[config.mk]
export PLATFORM = sky130hd
export DESIGN_NAME = regfile_scoreboard
export DESIGN_NICKNAME = d
export VERILOG_FILES = /design/src/rtl/regfile_scoreboard.sv
export SDC_FILE = /design/constraint.sdc
export NUM_CORES = 2
export LEC_CHECK = 0
export BUFFER_PORTS_ARGS = -buffer_cell sky130_fd_sc_hd__buf_2
export CORE_AREA = 4 4 386 388
export CTS_BUF_LIST = sky130_fd_sc_hd__clkbuf_16
export CTS_CLUSTER_DIAMETER = 50
export DETAILED_ROUTE_END_ITERATION = 12
export DIE_AREA = 0 0 390 392
export PLACE_DENSITY = 0.64
export SLEW_MARGIN = 5
export SYNTH_ARGS = -nofsm -noshare
export SYNTH_HDL_FRONTEND = slang
export SYNTH_SLANG_ARGS = --single-unit
export TNS_END_PERCENT = 20
[constraint.sdc]
create_clock -name clk -period 34.7 [get_ports clk]
set_input_delay 1.735 -clock clk [delete_from_list [all_inputs] [get_ports clk]]
set_output_delay 1.735 -clock clk [all_outputs]
set_load 0.01 [all_outputs]
[src/rtl/regfile_scoreboard.sv]
// Two-write-port register file with same-cycle bypass and a per-register
// pending-write scoreboard for long-latency writeback.
module regfile_scoreboard #(
    parameter int DATA_W   = 32,
    parameter int ADDR_W   = 5,
    parameter int ZERO_REG = 1,
    parameter int BYPASS   = 1
) (
    input  logic              clk,
    input  logic              rst,
    input  logic [ADDR_W-1:0] readReg1,
    input  logic [ADDR_W-1:0] readReg2,
    output logic [DATA_W-1:0] readDat1,
    output logic [DATA_W-1:0] readDat2,
    output logic              busy1,
    output logic              busy2,
    input  logic              regWrite,
    input  logic [ADDR_W-1:0] writeReg,
    input  logic [DATA_W-1:0] writeData,
    input  logic              regWrite2,
    input  logic [ADDR_W-1:0] writeReg2,
    input  logic [DATA_W-1:0] writeData2,
    input  logic              issueValid,
    input  logic [ADDR_W-1:0] issueReg,
    output logic              issueErr
);

    localparam int NUM_REGS = 2**ADDR_W;

    logic [DATA_W-1:0]   regs [NUM_REGS];
    logic [NUM_REGS-1:0] pending;
    logic [NUM_REGS-1:0] pendingNext;
    logic                wr1En;
    logic                wr2En;
    logic                issueSet;

    // Index 0 is inert (never stored, forwarded or pending) when hardwired to zero.
    function automatic logic idxOk(input logic [ADDR_W-1:0] idx);
        return !((ZERO_REG != 0) && (idx == '0));
    endfunction

    function automatic logic [DATA_W-1:0] readData(input logic [ADDR_W-1:0] idx);
        if (!idxOk(idx))
            return '0;
        if ((BYPASS != 0) && wr1En && (writeReg == idx))
            return writeData;
        if ((BYPASS != 0) && wr2En && (writeReg2 == idx))
            return writeData2;
        return regs[idx];
    endfunction

    function automatic logic readBusy(input logic [ADDR_W-1:0] idx);
        if (!idxOk(idx))
            return 1'b0;
        if ((BYPASS != 0) && regWrite2 && (writeReg2 == idx))
            return 1'b0;
        return pending[idx];
    endfunction

    assign wr1En    = regWrite && idxOk(writeReg);
    assign wr2En    = regWrite2 && idxOk(writeReg2);
    assign issueSet = issueValid && idxOk(issueReg);

    // Set after clear so a fresh issue keeps the bit on a same-cycle retire.
    always_comb begin
        pendingNext = pending;
        if (regWrite2)
            pendingNext[writeReg2] = 1'b0;
        if (issueSet)
            pendingNext[issueReg] = 1'b1;
    end

    always_ff @(posedge clk or posedge rst) begin
        if (rst) begin
            for (int i = 0; i < NUM_REGS; i++)
                regs[i] <= '0;
            pending  <= '0;
            issueErr <= 1'b0;
        end else begin
            if (wr2En)
                regs[writeReg2] <= writeData2;
            // Port 1 assigned last so it wins a same-index collision.
            if (wr1En)
                regs[writeReg] <= writeData;
            pending  <= pendingNext;
            issueErr <= issueSet && pending[issueReg]
                        && !(regWrite2 && (writeReg2 == issueReg));
        end
    end

    // Bypass inputs are ignored during reset, so reads are forced to zero.
    assign readDat1 = rst ? '0 : readData(readReg1);
    assign readDat2 = rst ? '0 : readData(readReg2);
    assign busy1    = rst ? 1'b0 : readBusy(readReg1);
    assign busy2    = rst ? 1'b0 : readBusy(readReg2);

endmodule

==> reports/qor.yml <==
synth:
  yosysSeqAreaShare_pct: 39.7
  yosysTopAreaCellShare_pct: 39.7
  postSynthAreaPerCell_um2: 9.64
  synthesis.nets: 7008
  yosysUniqueCellTypes: 54
  async_flop_share_pct: 100
  synth.cells.most_frequent: "sky130_fd_sc_hd__mux2i_1, sky130_fd_sc_hd__dfrtp_1, sky130_fd_sc_hd__nor2_1"
  synthesis.area_um2: 66700
  synth_top_flop_cell: "sky130_fd_sc_hd__dfrtp_1"
  number_of_enable_flip_flop_cells_after_synthesis: 0
  synthesized_instance_count: 6914
  synth_most_common_cell: "sky130_fd_sc_hd__mux2i_1"
  synth_seq_cells: 1057
  synth_top_cells_by_area: "sky130_fd_sc_hd__dfrtp_1, sky130_fd_sc_hd__mux2i_1, sky130_fd_sc_hd__mux4_2, sky130_fd_sc_hd__a21oi_1, sky130_fd_sc_hd__nor2_1"
  synth-warning-count: 0
  synthDominantAreaCellType: "sky130_fd_sc_hd__dfrtp_1"
run:
  cap_viol_max_count: 0
sta:
  worstMarginPinSlew_ns: 1.46
  maxClockFrequency_mhz: 123
  timing.final.setup_violations: 0
  fin_crit_ns: 8.14
  final.setup_skew_ns: 0.00562
  grt_setup_unrepaired: "no"
  slew_headroom_pct: 2.15
  timing.setup.tns_ns: 0
  final.period_utilization_pct: 23.4
  post-route-worst-setup-slack_ns: 26.56
  final_count_of_hold_timing_violations: 0
  final_max_slew_viol_count: 0
die:
  fp.coreArea_um2: 145000
  die_y_um: 392
  die_area_um2: 153000
  effective_utilization_at_floorplan_pct: 45.8
  core.rowCount: 140
  die_width_um: 390
  boundaryPins: 161
power:
  ir_drop_mv: 0.0554
  power_per_cell_area_nw_per_um2: 60.2
  p_leak_nw: 32.3
drt:
  drc: 0
  via_count: 61300
  totalWireLength_um: 309000
  detail-route-antenna-nets: 0
  drt_iter0_markers: 11300
  drt_first_pass_iters: 8
  post_drt_wl_per_cell_um: 35.9
  route.detailed.vias_per_inst: 7.13
layout:
  fillCellCount: 13300
  sequential_cell_area_um2: 26500
  multiInputGateArea_um2: 37600
  areaGrowthSynthToFinish_pct: 10.0
  fin_nets: 6633
  final_layout_size_suffix_gt1_share_pct: 14.3
placed_design:
  post-place-ws_ns: 26.62
  place_congestion: 0.940
  dpl.hpwl_um: 169000
  buffer_ports.inserted: 160
min_path:
  min-delay-path-class: "reg2reg"
  worstHoldPathCells: 0
global_routing:
  gr-total-overflow: 0
  antenna_violations_before_repair: 12
  first_global_vias: 57600
  grt_pass1_wl_um: 431000
  grt_max_degree: 168
  groute.usage.overall_pct: 39.3
clock_network:
  clk_transition_reported_paths_ns: 0.05
  cts_max_level: 4
  cts_sinks: 1057
  cts_hold_buf: 0
  cts_tree: "done"
  cts_buffers: 140
  post_cts_resize_count: 0
  post_cts.repair.setup_buffers: 0
  clk_path_buf_depth: 3
  clock_root_buffer: "sky130_fd_sc_hd__clkbuf_16"
  worst_skew_late_latency_ns: 0.80
critical_path:
  worst-endpoint-required_ns: 32.97
  cp-end-kind: "output port"
  cpMostUsedCell: "sky130_fd_sc_hd__buf_4"
  timing.critical_path.arrival_ns: 6.40
  cell_with_the_largest_stage_delay_on_the_worst_path: "sky130_fd_sc_hd__buf_4"
  crit_path_cell_trace: "buf_8 > buf_4 > buf_4 > buf_4 > mux4_2 > a221oi_1 > a31oi_1 > a22o_1 > buf_2"
  start_kind: "input pin"
  slowest_delay_ns: 0.84
  critical_path.max_fanout: 74
  criticalPathCategory: "in2out"
  reg2reg_depth: 5
status:
  status: "complete, no violations"
final timing paths:
check | from | to | slack [ns]
max | readReg1[2] | readDat1[10] | 26.56
min | regs[1018]$_DFF_PP0_ | regs[1018]$_DFF_PP0_ | 0.40
max reg2reg | pending[0]$_DFF_PP0_ | issueErr$_DFF_PP0_ | 32.94
min reg2reg | regs[1018]$_DFF_PP0_ | regs[1018]$_DFF_PP0_ | 0.40
max in group asynchronous | rst | regs[457]$_DFF_PP0_ | 29.59
min in group asynchronous | rst | regs[57]$_DFF_PP0_ | 1.12
per-stage QoR:
stage	utilization, %	area (µm²)	hold slack [ns]	std cells	power, mW
after detailed placement	47.1	68400	0.385	8314	2.84
after floorplan	-	66700	0.441	6914	2.51
final	50.4	73300	0.398	8602	4.42
after CTS	50.4	73300	0.397	8570	4.37
after global placement	47.1	68400	0.377	8314	2.80
after global routing	50.4	73300	0.405	8572	4.58
where the power goes:
| part | leakage, nW | switching, mW | internal [mW] | total, mW |
|---|---|---|---|---|
| registers | 12.8 | 0.303 | 1.55 | 1.86 |
| logic | 17.1 | 0.515 | 0.493 | 1.01 |
| clock network | 2.39 | 0.622 | 0.929 | 1.55 |
logic make-up after synthesis:
kind of cell,Yosys count,synth area share (%)
multiplexers,1714,30.5
XOR/XNOR,25,0.328
AO/OA/AOI/OAI,1679,14.3
buffers and inverters,818,4.86
flip-flops,1057,39.7
AND/OR/NAND/NOR,1621,10.3
registers in the layout, summed over array words and instances (netlist names):
| name | flops |
|---|---|
| pending | 32 |
| regs | 1024 |
| issueErr | 1 |
critical path: cells and delay by family:
family	cells	cell delay, ns
AOI/OAI and AO/OA	3	0.79
buffers and inverters	5	3.09
muxes	1	0.60
routing by layer:
metal,up-vias,share of wire (%),track usage [%]
met5,-,0.035,0.574
met4,4,8.1,26.4
met3,1485,15,16.3
met2,5526,40,53.9
met1,29900,36,50.3
li1,24400,-,-
cell usage in the layout (no fill, tap or decap), types with 32 or more instances in the layout:
cell / instances
sky130_fd_sc_hd__o22ai_1: 163
sky130_fd_sc_hd__diode_2: 32
sky130_fd_sc_hd__clkbuf_16: 147
sky130_fd_sc_hd__o21ai_0: 401
sky130_fd_sc_hd__a211oi_1: 82
sky130_fd_sc_hd__buf_4: 135
sky130_fd_sc_hd__nor4_1: 41
sky130_fd_sc_hd__nand2_1: 479
sky130_fd_sc_hd__nor2_1: 766
sky130_fd_sc_hd__a31oi_1: 59
sky130_fd_sc_hd__dfrtp_1: 1057
sky130_fd_sc_hd__mux4_2: 246
sky130_fd_sc_hd__mux2i_1: 1389
sky130_fd_sc_hd__nand3_1: 60
sky130_fd_sc_hd__a22oi_1: 110
sky130_fd_sc_hd__buf_2: 154
sky130_fd_sc_hd__a21oi_1: 749
sky130_fd_sc_hd__nor2b_1: 65
sky130_fd_sc_hd__mux2_2: 79
sky130_fd_sc_hd__nand2b_1: 37
sky130_fd_sc_hd__a22o_1: 38
sky130_fd_sc_hd__nand2_4: 38
final cells by class:
type                    instances  share of cell area (%)
multi-input cells            5039                    51.3
flip-flops and latches       1057                    36.1
clock buffers                 147                    5.02
well taps                    1917                    3.27
repair buffers                298                    2.64
clock inverters               109                    1.60
diodes                         32                   0.109
inverters                       3                  0.0256
No activity file was read; power rests on OpenSTA's default activity.
